--- src/rtl/cpu_pkg.sv ---
// Shared opcode constants and sequencer state encoding for the 2-bit-opcode CPU.
package cpu_pkg;

   localparam logic [1:0] OP_R   = 2'b00;
   localparam logic [1:0] OP_LW  = 2'b01;
   localparam logic [1:0] OP_SW  = 2'b10;
   localparam logic [1:0] OP_BEQ = 2'b11;

   typedef enum logic [3:0] {
      IDLE   = 4'd0,
      FETCH  = 4'd1,
      DECODE = 4'd2,
      EXEC_R = 4'd3,
      WB_R   = 4'd4,
      ADDR   = 4'd5,
      MEM    = 4'd6,
      WB_LD  = 4'd7,
      BRANCH = 4'd8,
      FAULT  = 4'd9
   } state_t;

endpackage

--- src/rtl/multicycle_sequencer_if.sv ---
// Control/status bundle between the sequencer and the datapath it steers.
interface multicycle_sequencer_if #(
   parameter int CNT_W = 16
);
   logic             Run;
   logic [1:0]       op;
   logic             Zero;
   logic             MemReady;
   logic             PCWrite;
   logic             IRWrite;
   logic             RegDst;
   logic             RegWrite;
   logic             ALUSrc;
   logic             Branch;
   logic             MemRead;
   logic             MemWrite;
   logic             MemtoReg;
   logic             ALUOp;
   logic             Busy;
   logic             Fault;
   logic [CNT_W-1:0] InstrCount;

   modport master (
      output Run, op, Zero, MemReady,
      input  PCWrite, IRWrite, RegDst, RegWrite, ALUSrc, Branch,
             MemRead, MemWrite, MemtoReg, ALUOp, Busy, Fault, InstrCount
   );

   modport slave (
      input  Run, op, Zero, MemReady,
      output PCWrite, IRWrite, RegDst, RegWrite, ALUSrc, Branch,
             MemRead, MemWrite, MemtoReg, ALUOp, Busy, Fault, InstrCount
   );
endinterface

--- src/rtl/mem_wait_timer.sv ---
// Counts consecutive MEM cycles without MemReady; expired flags that the current
// miss is the one that brings the count to TIMEOUT.
module mem_wait_timer #(
   parameter int TIMEOUT = 15
) (
   input  logic Clk,
   input  logic Clear,
   input  logic i_clr,
   input  logic i_inc,
   output logic expired
);
   localparam logic [4:0] LIMIT = 5'(TIMEOUT);

   logic [3:0] r_cnt;
   logic [4:0] w_cnt_next;

   always_ff @(posedge Clk) begin
      if (Clear || i_clr) begin
         r_cnt <= '0;
      end else if (i_inc) begin
         r_cnt <= r_cnt + 4'd1;
      end
   end

   assign w_cnt_next = {1'b0, r_cnt} + 5'd1;
   assign expired    = i_inc && (w_cnt_next >= LIMIT);

endmodule

--- src/rtl/multicycle_sequencer.sv ---
// Multi-cycle control sequencer: Moore FSM stepping fetch/decode/execute/mem/wb,
// with a timed data-memory handshake and a retired-instruction counter.
//
// state  | meaning
// IDLE   | waiting for Run
// FETCH  | load IR, PC <= PC+1
// DECODE | latch opcode, pick the execution path
// EXEC_R | R-type ALU operation
// WB_R   | R-type register write, retire
// ADDR   | load/store address computation, reset wait timer
// MEM    | data-memory access, waits on MemReady
// WB_LD  | load register write, retire
// BRANCH | compare and conditional PC write, retire
// FAULT  | memory timeout, held until Clear
module multicycle_sequencer
   import cpu_pkg::*;
#(
   parameter int TIMEOUT = 15,
   parameter int CNT_W   = 16
) (
   input  logic                    Clk,
   input  logic                    Clear,
   multicycle_sequencer_if.slave   bus
);
   state_t           r_state;
   state_t           w_next;
   logic [1:0]       r_op_q;
   logic [CNT_W-1:0] r_instr_count;
   logic             w_retire;
   logic             w_tmr_clr;
   logic             w_tmr_inc;
   logic             w_expired;

   mem_wait_timer #(.TIMEOUT(TIMEOUT)) u_timer (
      .Clk     (Clk),
      .Clear   (Clear),
      .i_clr   (w_tmr_clr),
      .i_inc   (w_tmr_inc),
      .expired (w_expired)
   );

   always_ff @(posedge Clk) begin
      if (Clear) begin
         r_state       <= IDLE;
         r_op_q        <= OP_R;
         r_instr_count <= '0;
      end else begin
         r_state <= w_next;
         if (r_state == DECODE) r_op_q <= bus.op;
         if (w_retire) r_instr_count <= r_instr_count + CNT_W'(1);
      end
   end

   always_comb begin
      w_next    = r_state;
      w_retire  = 1'b0;
      w_tmr_clr = 1'b0;
      w_tmr_inc = 1'b0;
      case (r_state)
         IDLE:   if (bus.Run) w_next = FETCH;
         FETCH:  w_next = DECODE;
         DECODE: begin
            case (bus.op)
               OP_R:         w_next = EXEC_R;
               OP_LW, OP_SW: w_next = ADDR;
               default:      w_next = BRANCH;
            endcase
         end
         EXEC_R: w_next = WB_R;
         WB_R:   w_retire = 1'b1;
         ADDR: begin
            w_tmr_clr = 1'b1;
            w_next    = MEM;
         end
         MEM: begin
            // A late MemReady on the would-be timeout cycle still completes the access.
            if (bus.MemReady) begin
               if (r_op_q == OP_LW) w_next = WB_LD;
               else                 w_retire = 1'b1;
            end else begin
               w_tmr_inc = 1'b1;
               if (w_expired) w_next = FAULT;
            end
         end
         WB_LD:  w_retire = 1'b1;
         BRANCH: w_retire = 1'b1;
         FAULT:  w_next = FAULT;
         default: w_next = IDLE;
      endcase
      if (w_retire) w_next = bus.Run ? FETCH : IDLE;
   end

   always_comb begin
      bus.PCWrite  = 1'b0;
      bus.IRWrite  = 1'b0;
      bus.RegDst   = 1'b0;
      bus.RegWrite = 1'b0;
      bus.ALUSrc   = 1'b0;
      bus.Branch   = 1'b0;
      bus.MemRead  = 1'b0;
      bus.MemWrite = 1'b0;
      bus.MemtoReg = 1'b0;
      bus.ALUOp    = 1'b0;
      case (r_state)
         FETCH: begin
            bus.IRWrite = 1'b1;
            bus.PCWrite = 1'b1;
         end
         EXEC_R: begin
            bus.ALUOp  = 1'b1;
            bus.RegDst = 1'b1;
         end
         WB_R: begin
            bus.RegDst   = 1'b1;
            bus.RegWrite = 1'b1;
            bus.ALUOp    = 1'b1;
         end
         ADDR: bus.ALUSrc = 1'b1;
         MEM: begin
            bus.ALUSrc   = 1'b1;
            bus.MemRead  = (r_op_q == OP_LW);
            bus.MemWrite = (r_op_q == OP_SW);
         end
         WB_LD: begin
            bus.RegWrite = 1'b1;
            bus.MemtoReg = 1'b1;
         end
         BRANCH: begin
            bus.Branch  = 1'b1;
            bus.PCWrite = bus.Zero;
         end
         default: ;
      endcase
   end

   assign bus.Busy       = (r_state != IDLE) && (r_state != FAULT);
   assign bus.Fault      = (r_state == FAULT);
   assign bus.InstrCount = r_instr_count;

endmodule

--- src/flat_wrapper.sv ---
// flat-port wrapper written by rule: the top's interface ports become plain ports
module multicycle_sequencer_flat import cpu_pkg::*;
#(
   parameter int TIMEOUT = 15,
   parameter int CNT_W   = 16
)
  (Clk, Clear, bus_Run, bus_op, bus_Zero, bus_MemReady, bus_PCWrite, bus_IRWrite, bus_RegDst, bus_RegWrite, bus_ALUSrc, bus_Branch, bus_MemRead, bus_MemWrite, bus_MemtoReg, bus_ALUOp, bus_Busy, bus_Fault, bus_InstrCount);
  multicycle_sequencer_if #(.CNT_W(CNT_W)) bus_i ();
  input  logic Clk;
  input  logic Clear;
  input wire logic [$bits(bus_i.Run)-1:0] bus_Run;
  input wire logic [$bits(bus_i.op)-1:0] bus_op;
  input wire logic [$bits(bus_i.Zero)-1:0] bus_Zero;
  input wire logic [$bits(bus_i.MemReady)-1:0] bus_MemReady;
  output wire logic [$bits(bus_i.PCWrite)-1:0] bus_PCWrite;
  output wire logic [$bits(bus_i.IRWrite)-1:0] bus_IRWrite;
  output wire logic [$bits(bus_i.RegDst)-1:0] bus_RegDst;
  output wire logic [$bits(bus_i.RegWrite)-1:0] bus_RegWrite;
  output wire logic [$bits(bus_i.ALUSrc)-1:0] bus_ALUSrc;
  output wire logic [$bits(bus_i.Branch)-1:0] bus_Branch;
  output wire logic [$bits(bus_i.MemRead)-1:0] bus_MemRead;
  output wire logic [$bits(bus_i.MemWrite)-1:0] bus_MemWrite;
  output wire logic [$bits(bus_i.MemtoReg)-1:0] bus_MemtoReg;
  output wire logic [$bits(bus_i.ALUOp)-1:0] bus_ALUOp;
  output wire logic [$bits(bus_i.Busy)-1:0] bus_Busy;
  output wire logic [$bits(bus_i.Fault)-1:0] bus_Fault;
  output wire logic [$bits(bus_i.InstrCount)-1:0] bus_InstrCount;
  assign bus_i.Run = bus_Run;
  assign bus_i.op = bus_op;
  assign bus_i.Zero = bus_Zero;
  assign bus_i.MemReady = bus_MemReady;
  assign bus_PCWrite = bus_i.PCWrite;
  assign bus_IRWrite = bus_i.IRWrite;
  assign bus_RegDst = bus_i.RegDst;
  assign bus_RegWrite = bus_i.RegWrite;
  assign bus_ALUSrc = bus_i.ALUSrc;
  assign bus_Branch = bus_i.Branch;
  assign bus_MemRead = bus_i.MemRead;
  assign bus_MemWrite = bus_i.MemWrite;
  assign bus_MemtoReg = bus_i.MemtoReg;
  assign bus_ALUOp = bus_i.ALUOp;
  assign bus_Busy = bus_i.Busy;
  assign bus_Fault = bus_i.Fault;
  assign bus_InstrCount = bus_i.InstrCount;
  multicycle_sequencer #(.TIMEOUT(TIMEOUT), .CNT_W(CNT_W)) u_core (.Clk(Clk), .Clear(Clear), .bus(bus_i));
endmodule
--- config.mk ---
export PLATFORM = sky130hd
export DESIGN_NAME = multicycle_sequencer_flat
export DESIGN_NICKNAME = d
export VERILOG_FILES = /design/src/rtl/cpu_pkg.sv /design/src/rtl/multicycle_sequencer_if.sv /design/src/rtl/mem_wait_timer.sv /design/src/rtl/multicycle_sequencer.sv /design/src/flat_wrapper.sv
export SDC_FILE = /design/constraint.sdc
export NUM_CORES = 1
export LEC_CHECK = 0
export ABC_AREA = 1
export CAP_MARGIN = 20
export CORE_ASPECT_RATIO = 0.5
export CORE_MARGIN = 5
export CORE_UTILIZATION = 51
export DETAILED_ROUTE_END_ITERATION = 6
export PLACE_DENSITY = 0.9
export SYNTH_ARGS = -nofsm -noshare
export SYNTH_HDL_FRONTEND = slang
export SYNTH_HIERARCHICAL = 1
export SYNTH_SLANG_ARGS = --single-unit
export TNS_END_PERCENT = 1
--- constraint.sdc ---
create_clock -name Clk -period 1.88 [get_ports Clk]
set_clock_uncertainty 0.2 [all_clocks]
set_input_delay 0.376 -clock Clk [delete_from_list [all_inputs] [get_ports Clk]]
set_output_delay 0.376 -clock Clk [all_outputs]
set_load 0.05 [all_outputs]
==> impl_results.md, run 1 <==
- Status: complete, but fails checks
- Failing checks: negative setup slack
- RePlAce Congestion: 0.917
- Leakage: 1.01 nW
- Commonest cells after routing, fill and taps aside: 73 x nand2_1, 30 x nor2_1, 28 x buf_12
- Hold Crit Class: register to register
- Min Hold Slack: 0.310 ns
- Top cell type's share of synthesized area: 0.316
- MaxCap Viol Count: 0
- DR WL/cell: 18.5 µm
- Final #Nets: 319
- Vias in the first global route: 1878
- GRT Total Usage: 0.239
- Slowest cell delay on critical path: 0.39 ns
- RSZ-0062 raised after global routing: yes
- Met1 Resource Use GR: 0.276
- Synth top area cells: dfxtp_1 32%, nand2_1 18%, nor2_1 8.4%
- Mean Syn Cell Area: 6.31 µm²
- Fin. max-slew vios: 0
- Starting Density: 0.540
- Die height: 50.2 µm
- Total I/O pin count: 35
- Max VDD drop: 1.03 mV
- Area of the core: 3050 µm²
- CP Max Fanout: 5
- Initial drt markers: 280
- GRT Residual Overflow: 0
- Port Buffers: 34
- Least-Margin Pin Slew: 0.364 ns
- First-pass GRT wire length: 8910 µm
- FF+latch count, synth: 26
- Clock-pin slew reported for the worst setup and hold paths after clock tree synthesis: 0.09 ns
- Initial antenna violation count: 0
- Final wirelength: 6410 µm
- Latest clock arrival within the worst-skew pair: 0.28 ns
- HPWL Detailed: 3670 µm
- Crit path time final: 2.00 ns
- Via count: 2132
- Fmax: 0.501 GHz
- GRT busiest layer: met2
- Std-Cell Rows: 14
- CP Launch Type: register
- Syn nets: 273
- Fin area: 2550 µm²
- Clk sink count: 26
- CTS tree: done
- Cell chain of the critical path: inv_1 > nand2_1 > nor2_2 > nand2_1 > inv_2 > nand3_2 > o21ai_1 > or2_2 > nand2_1 > nor3_2
- Die W: 90.4 µm
- CTS H-tree lvls: 1
- Number of setup violations in the final report: 10
- Die footprint: 4530 µm²
- Critical path arrival: 1.99 ns
- Register area share after synthesis: 0.316
- Crit-path slowest cell: dfxtp_4
- Setup ws final: -0.116 ns
- PD cells: 817 nW/µm²
- Cts-stage hold buffer count: 0
- WP data required: 1.87 ns
- Relative slew slack: 0.755
- Pwr Total: 2.09 mW
- Layout cells sized above 1: 0.301
- DR pass1 iterations: 5
- CP Capture Type: register
- Syn Inst Count: 261
- Netlist cell types: 26
- Most common cell after layout, fill and taps aside: nand2_1
- Maximum number of pins on one net before global-route repair: 22
- Worst slack, placed: -0.188 ns
- Final Cycle Share: 1.06
- CP most frequent cell: nand2_1
- ANT cells: 0
- M3 GR Usage: 0.0537
- Vias per inst: 6.16
- Kind of critical path: register to register
- Root buf cell: clkbuf_8
- Synth area leader: dfxtp_1
- Post-DP Area: 2360 µm²
- Synth Cell Area: 1650 µm²
- Max Root-Sink Buffers: 2
- Yosys warns: 6
- Met2 usage: 0.439
- Layout area overhead: 55.1%
- Total CTS buffers: 3
- Routed Antenna Nets: 0
- Final hold vios: 0
- Residual DRC: 0
[power by group]
| part | internal [mW] | total, mW | switching [mW] |
|---|---|---|---|
| combinational | 0.396 | 1.03 | 0.632 |
| sequential | 0.601 | 0.682 | 0.0809 |
| clock | 0.188 | 0.375 | 0.188 |
| total | 1.19 | 2.09 | 0.901 |
[path summary, 6_finish.rpt]
kind / startpoint / to / slack, ns / cells after the start
worst max-delay path: u_core/r_state[3]$_SDFFE_PP0P_ / u_core/r_state[3]$_SDFFE_PP0P_ / -0.12 / 10
worst min-delay path: u_core/bus.InstrCount[15]$_SDFFE_PP0P_ / u_core/bus.InstrCount[15]$_SDFFE_PP0P_ / 0.31 / 2
worst max register to register: u_core/r_state[3]$_SDFFE_PP0P_ / u_core/r_state[3]$_SDFFE_PP0P_ / -0.12 / 10
worst min register to register: u_core/bus.InstrCount[15]$_SDFFE_PP0P_ / u_core/bus.InstrCount[15]$_SDFFE_PP0P_ / 0.31 / 2
[synthesized netlist by cell type]
library cell	number
nand3_1	16
or2_2	1
o211ai_1	1
a21oi_1	22
nand3_2	2
o21ai_1	2
nor2_2	1
dfxtp_1	26
o21bai_1	1
nor2_4	3
xnor2_1	3
o21ai_0	10
clkbuf_1	1
nor3_1	5
a21oi_4	1
clkinv_1	3
nand4_1	5
nor2_1	37
buf_4	1
buf_6	3
nand2_2	3
ha_1	5
inv_1	26
inv_2	4
nand2_1	77
a21oi_2	2
[registers in the layout, indices dropped and copies added, names as in the netlist]
name,flops
u_core/u_timer/r_cnt,4
u_core/r_op_q,2
u_core/bus.InstrCount,16
u_core/r_state,4
[cell type report]
type                       instances  area, µm²
inverter                          33        129
tap                               40       50.0
multi-input combinational        197       1070
clock buffer                       4       55.1
fill                             151        494
timing repair buffer              46        711
sequential                        26        539
[timing repair]
action,CTS,global route
pin swaps,1,7
setup buffers,0,3
gates resized for setup,22,19
setup endpoints to repair,14,16
[routing by layer]
metal | share of wire | wire length, µm
met5 | 0 | 0
met3 | 0.11 | 709
met2 | 0.46 | 2980
met4 | 0.061 | 390
met1 | 0.36 | 2330
[per-stage QoR]
step | util | setup TNS, ns | std cells
2_1_floorplan | - | -0.594 | 261
3_3_place_gp | 0.774 | -0.371 | 339
3_5_place_dp | 0.774 | -1.09 | 339
4_1_cts | 0.811 | -0.0623 | 343
5_1_grt | 0.838 | -1.30 | 346
6_report | 0.838 | -0.569 | 346
[kinds of logic (layout without fill, tap and decap cells)]
family / after synthesis / count (layout) / share of synthesized area
flip-flops: 26 / 26 / 0.316
XOR/XNOR: 3 / 3 / 0.0160
AND/OR/NAND/NOR: 150 / 150 / 0.394
buffers and inverters: 38 / 83 / 0.103
adder cells (fa/ha/maj): 5 / 5 / 0.0380
AO/OA/AOI/OAI: 39 / 39 / 0.133
[worst max-delay path, delay by kind of cell, from the launching register on]
kind | cells | cell delay, ns
AO/OA/AOI/OAI | 1 | 0.12
flip-flops | 1 | 0.39
buffers and inverters | 2 | 0.23
AND/OR/NAND/NOR | 7 | 0.97
No activity file was read; power rests on OpenSTA's default activity.
==> run 2: changes to the inputs <==
SETUP_SLACK_MARGIN = 0.4   (was default)
==> run 2 against run 1 <==
Against the previous run:
- the run still ends with negative setup slack left
- setup slack worse by 0.0044 ns
- register-to-register slack better by 0.12 ns
- worst hold slack better by 0.014 ns
- critical path depth down 5
- sequential share of layout area down 0.43 points
- non-clock buffer count up 4
- clock power up 17%
- sequential power down 1%
- critical path type is now register to primary output
- largest cell class unchanged
- largest power group unchanged
==> impl_results.md, run 2 (synthesis results as in run 1) <==
- Status: complete, but fails checks
- Failing checks: negative setup slack
- Least-Margin Pin Slew: 0.360 ns
- Crit path launch: u_core/r_state[2]$_SDFFE_PP0P_
- Hold Crit Class: register to register
- WP data required: 1.30 ns
- Pwr Total: 2.26 mW
- Fin. max-slew vios: 0
- Critical path arrival: 1.42 ns
- Kind of critical path: register to primary output
- R2r startpoint: u_core/u_timer/r_cnt[0]$_SDFFE_PP0P_
- MaxCap Viol Count: 0
- DR WL/cell: 20.0 µm
- ANT cells: 0
- R2r setup slk: 0 ns
- Maximum number of pins on one net before global-route repair: 22
- Flop pwr share: 0.298
- Final wirelength: 7010 µm
- Logic pwr share: 0.508
- Total CTS buffers: 3
- Total I/O pin count: 35
- Clk sink count: 26
- Clock network power share: 0.194
- CP Launch Type: register
- Commonest cells after routing, fill and taps aside: 69 x nand2_1, 30 x nor2_1, 24 x buf_12
- RSZ-0062 raised after global routing: yes
- Setup ws final: -0.120 ns
- Design internal power: 1.28 mW
- Layout area overhead: 63.4%
- Area of the core: 3050 µm²
- Die footprint: 4530 µm²
- Residual DRC: 0
- Max reg flops: 16
- Fmax: 0.500 GHz
- First-pass GRT wire length: 10500 µm
- Clock-pin slew reported for the worst setup and hold paths after clock tree synthesis: 0.10 ns
- Starting Density: 0.540
- Post-placement cell count: 338
- Root buf cell: clkbuf_8
- Cts-stage hold buffer count: 0
- Initial drt markers: 212
- Crit path time final: 2.00 ns
- Die height: 50.2 µm
- Final Non-Filler Cells: 350
- Final Cycle Share: 1.06
- GRT Total Usage: 0.293
- Sw power: 978 µW
- Reg2reg end: u_core/r_state[0]$_SDFFE_PP0P_
- HPWL Detailed: 3930 µm
- DR pass1 iterations: 6
- Met1 Resource Use GR: 0.335
- CTS tree: done
- GRT Residual Overflow: 0
- Final hold vios: 0
- Fin util: 0.883
- Routed Antenna Nets: 0
- Relative slew slack: 0.758
- Final #Nets: 323
- Number of fill cells: 118
- Sw frac: 0.433
- RePlAce Congestion: 0.905
- Number of setup violations in the final report: 11
- Die W: 90.4 µm
- Via count: 2142
- M3 GR Usage: 0.0866
- Std-Cell Rows: 14
- Layout cells sized above 1: 0.416
- Met2 usage: 0.488
- Max Root-Sink Buffers: 2
- Leakage: 1.06 nW
- Initial antenna violation count: 0
- End of the critical path: bus_RegDst
- CP Max Fanout: 4
- Vias per inst: 6.12
- Port Buffers: 34
- Vias in the first global route: 2037
- Latest clock arrival within the worst-skew pair: 0.29 ns
- Worst r2r path cells: 8
- GRT busiest layer: met2
- Most common cell after layout, fill and taps aside: nand2_1
- Max VDD drop: 0.868 mV
- CP Capture Type: primary output
- PD cells: 839 nW/µm²
- CTS H-tree lvls: 1
==> run 2: routing by layer <==
metal  vias up  routed length, µm
li1        923                  -
met1       971               2540
met2       182               3050
met3        66                847
met4         0                562
met5         -                  0
==> run 2: final cells by class <==
class                   count  area [µm²]  area share
repair buffers             50         734       0.273
multi-input cells         197        1150       0.426
flip-flops and latches     26         557       0.207
clock buffers               4        66.3      0.0246
well taps                  40        50.0      0.0186
inverters                  33         138      0.0511
==> run 2: how the worst min path moves through the flow <==
stage	from	to	slack, ns	depth (start not counted)
global placement	u_core/bus.InstrCount[15]$_SDFFE_PP0P_	u_core/bus.InstrCount[15]$_SDFFE_PP0P_	0.28	2
global route	u_core/bus.InstrCount[5]$_SDFFE_PP0P_	u_core/bus.InstrCount[5]$_SDFFE_PP0P_	0.33	2
finish	u_core/bus.InstrCount[5]$_SDFFE_PP0P_	u_core/bus.InstrCount[5]$_SDFFE_PP0P_	0.32	2
detailed placement	u_core/bus.InstrCount[5]$_SDFFE_PP0P_	u_core/bus.InstrCount[5]$_SDFFE_PP0P_	0.29	2
floorplan	Clear	u_core/bus.InstrCount[12]$_SDFFE_PP0P_	0.24	1
CTS	u_core/bus.InstrCount[5]$_SDFFE_PP0P_	u_core/bus.InstrCount[5]$_SDFFE_PP0P_	0.31	2
==> run 2: power groups by stage <==
stage,clock [mW],combinational [mW],sequential (mW)
3_5_place_dp,0,0.971,0.665
3_3_place_gp,0,0.946,0.658
2_1_floorplan,0,0.588,0.678
6_report,0.438,1.15,0.672
4_1_cts,0.427,1.05,0.660
5_1_grt,0.468,1.18,0.678
==> run 2: timing repair <==
| action | CTS | global route |
|---|---|---|
| setup buffers | 7 | 1 |
| pin swaps | 14 | 14 |
| resized for setup | 28 | 35 |
| endpoints found under the setup margin | 48 | 46 |
==> run 2: stage by stage <==
step / setup TNS [ns] / hold WS (ns) / setup WS, ns / instance area (µm²)
after CTS: -0.228 / 0.309 / -0.0476 / 2570
after global placement: -0.307 / 0.276 / -0.0946 / 2390
final: -0.640 / 0.324 / -0.120 / 2690
after detailed placement: -1.02 / 0.288 / -0.170 / 2390
after floorplan: 0 / 0.238 / 0.150 / 1760
after global routing: -1.26 / 0.326 / -0.163 / 2690
==> run 2: critical path: stages (launching register included) <==
cell and delay [ns]:
dfxtp_4 0.37, buf_6 0.14, nor2_4 0.14, inv_4 0.09, o21ai_4 0.22, buf_12 0.17
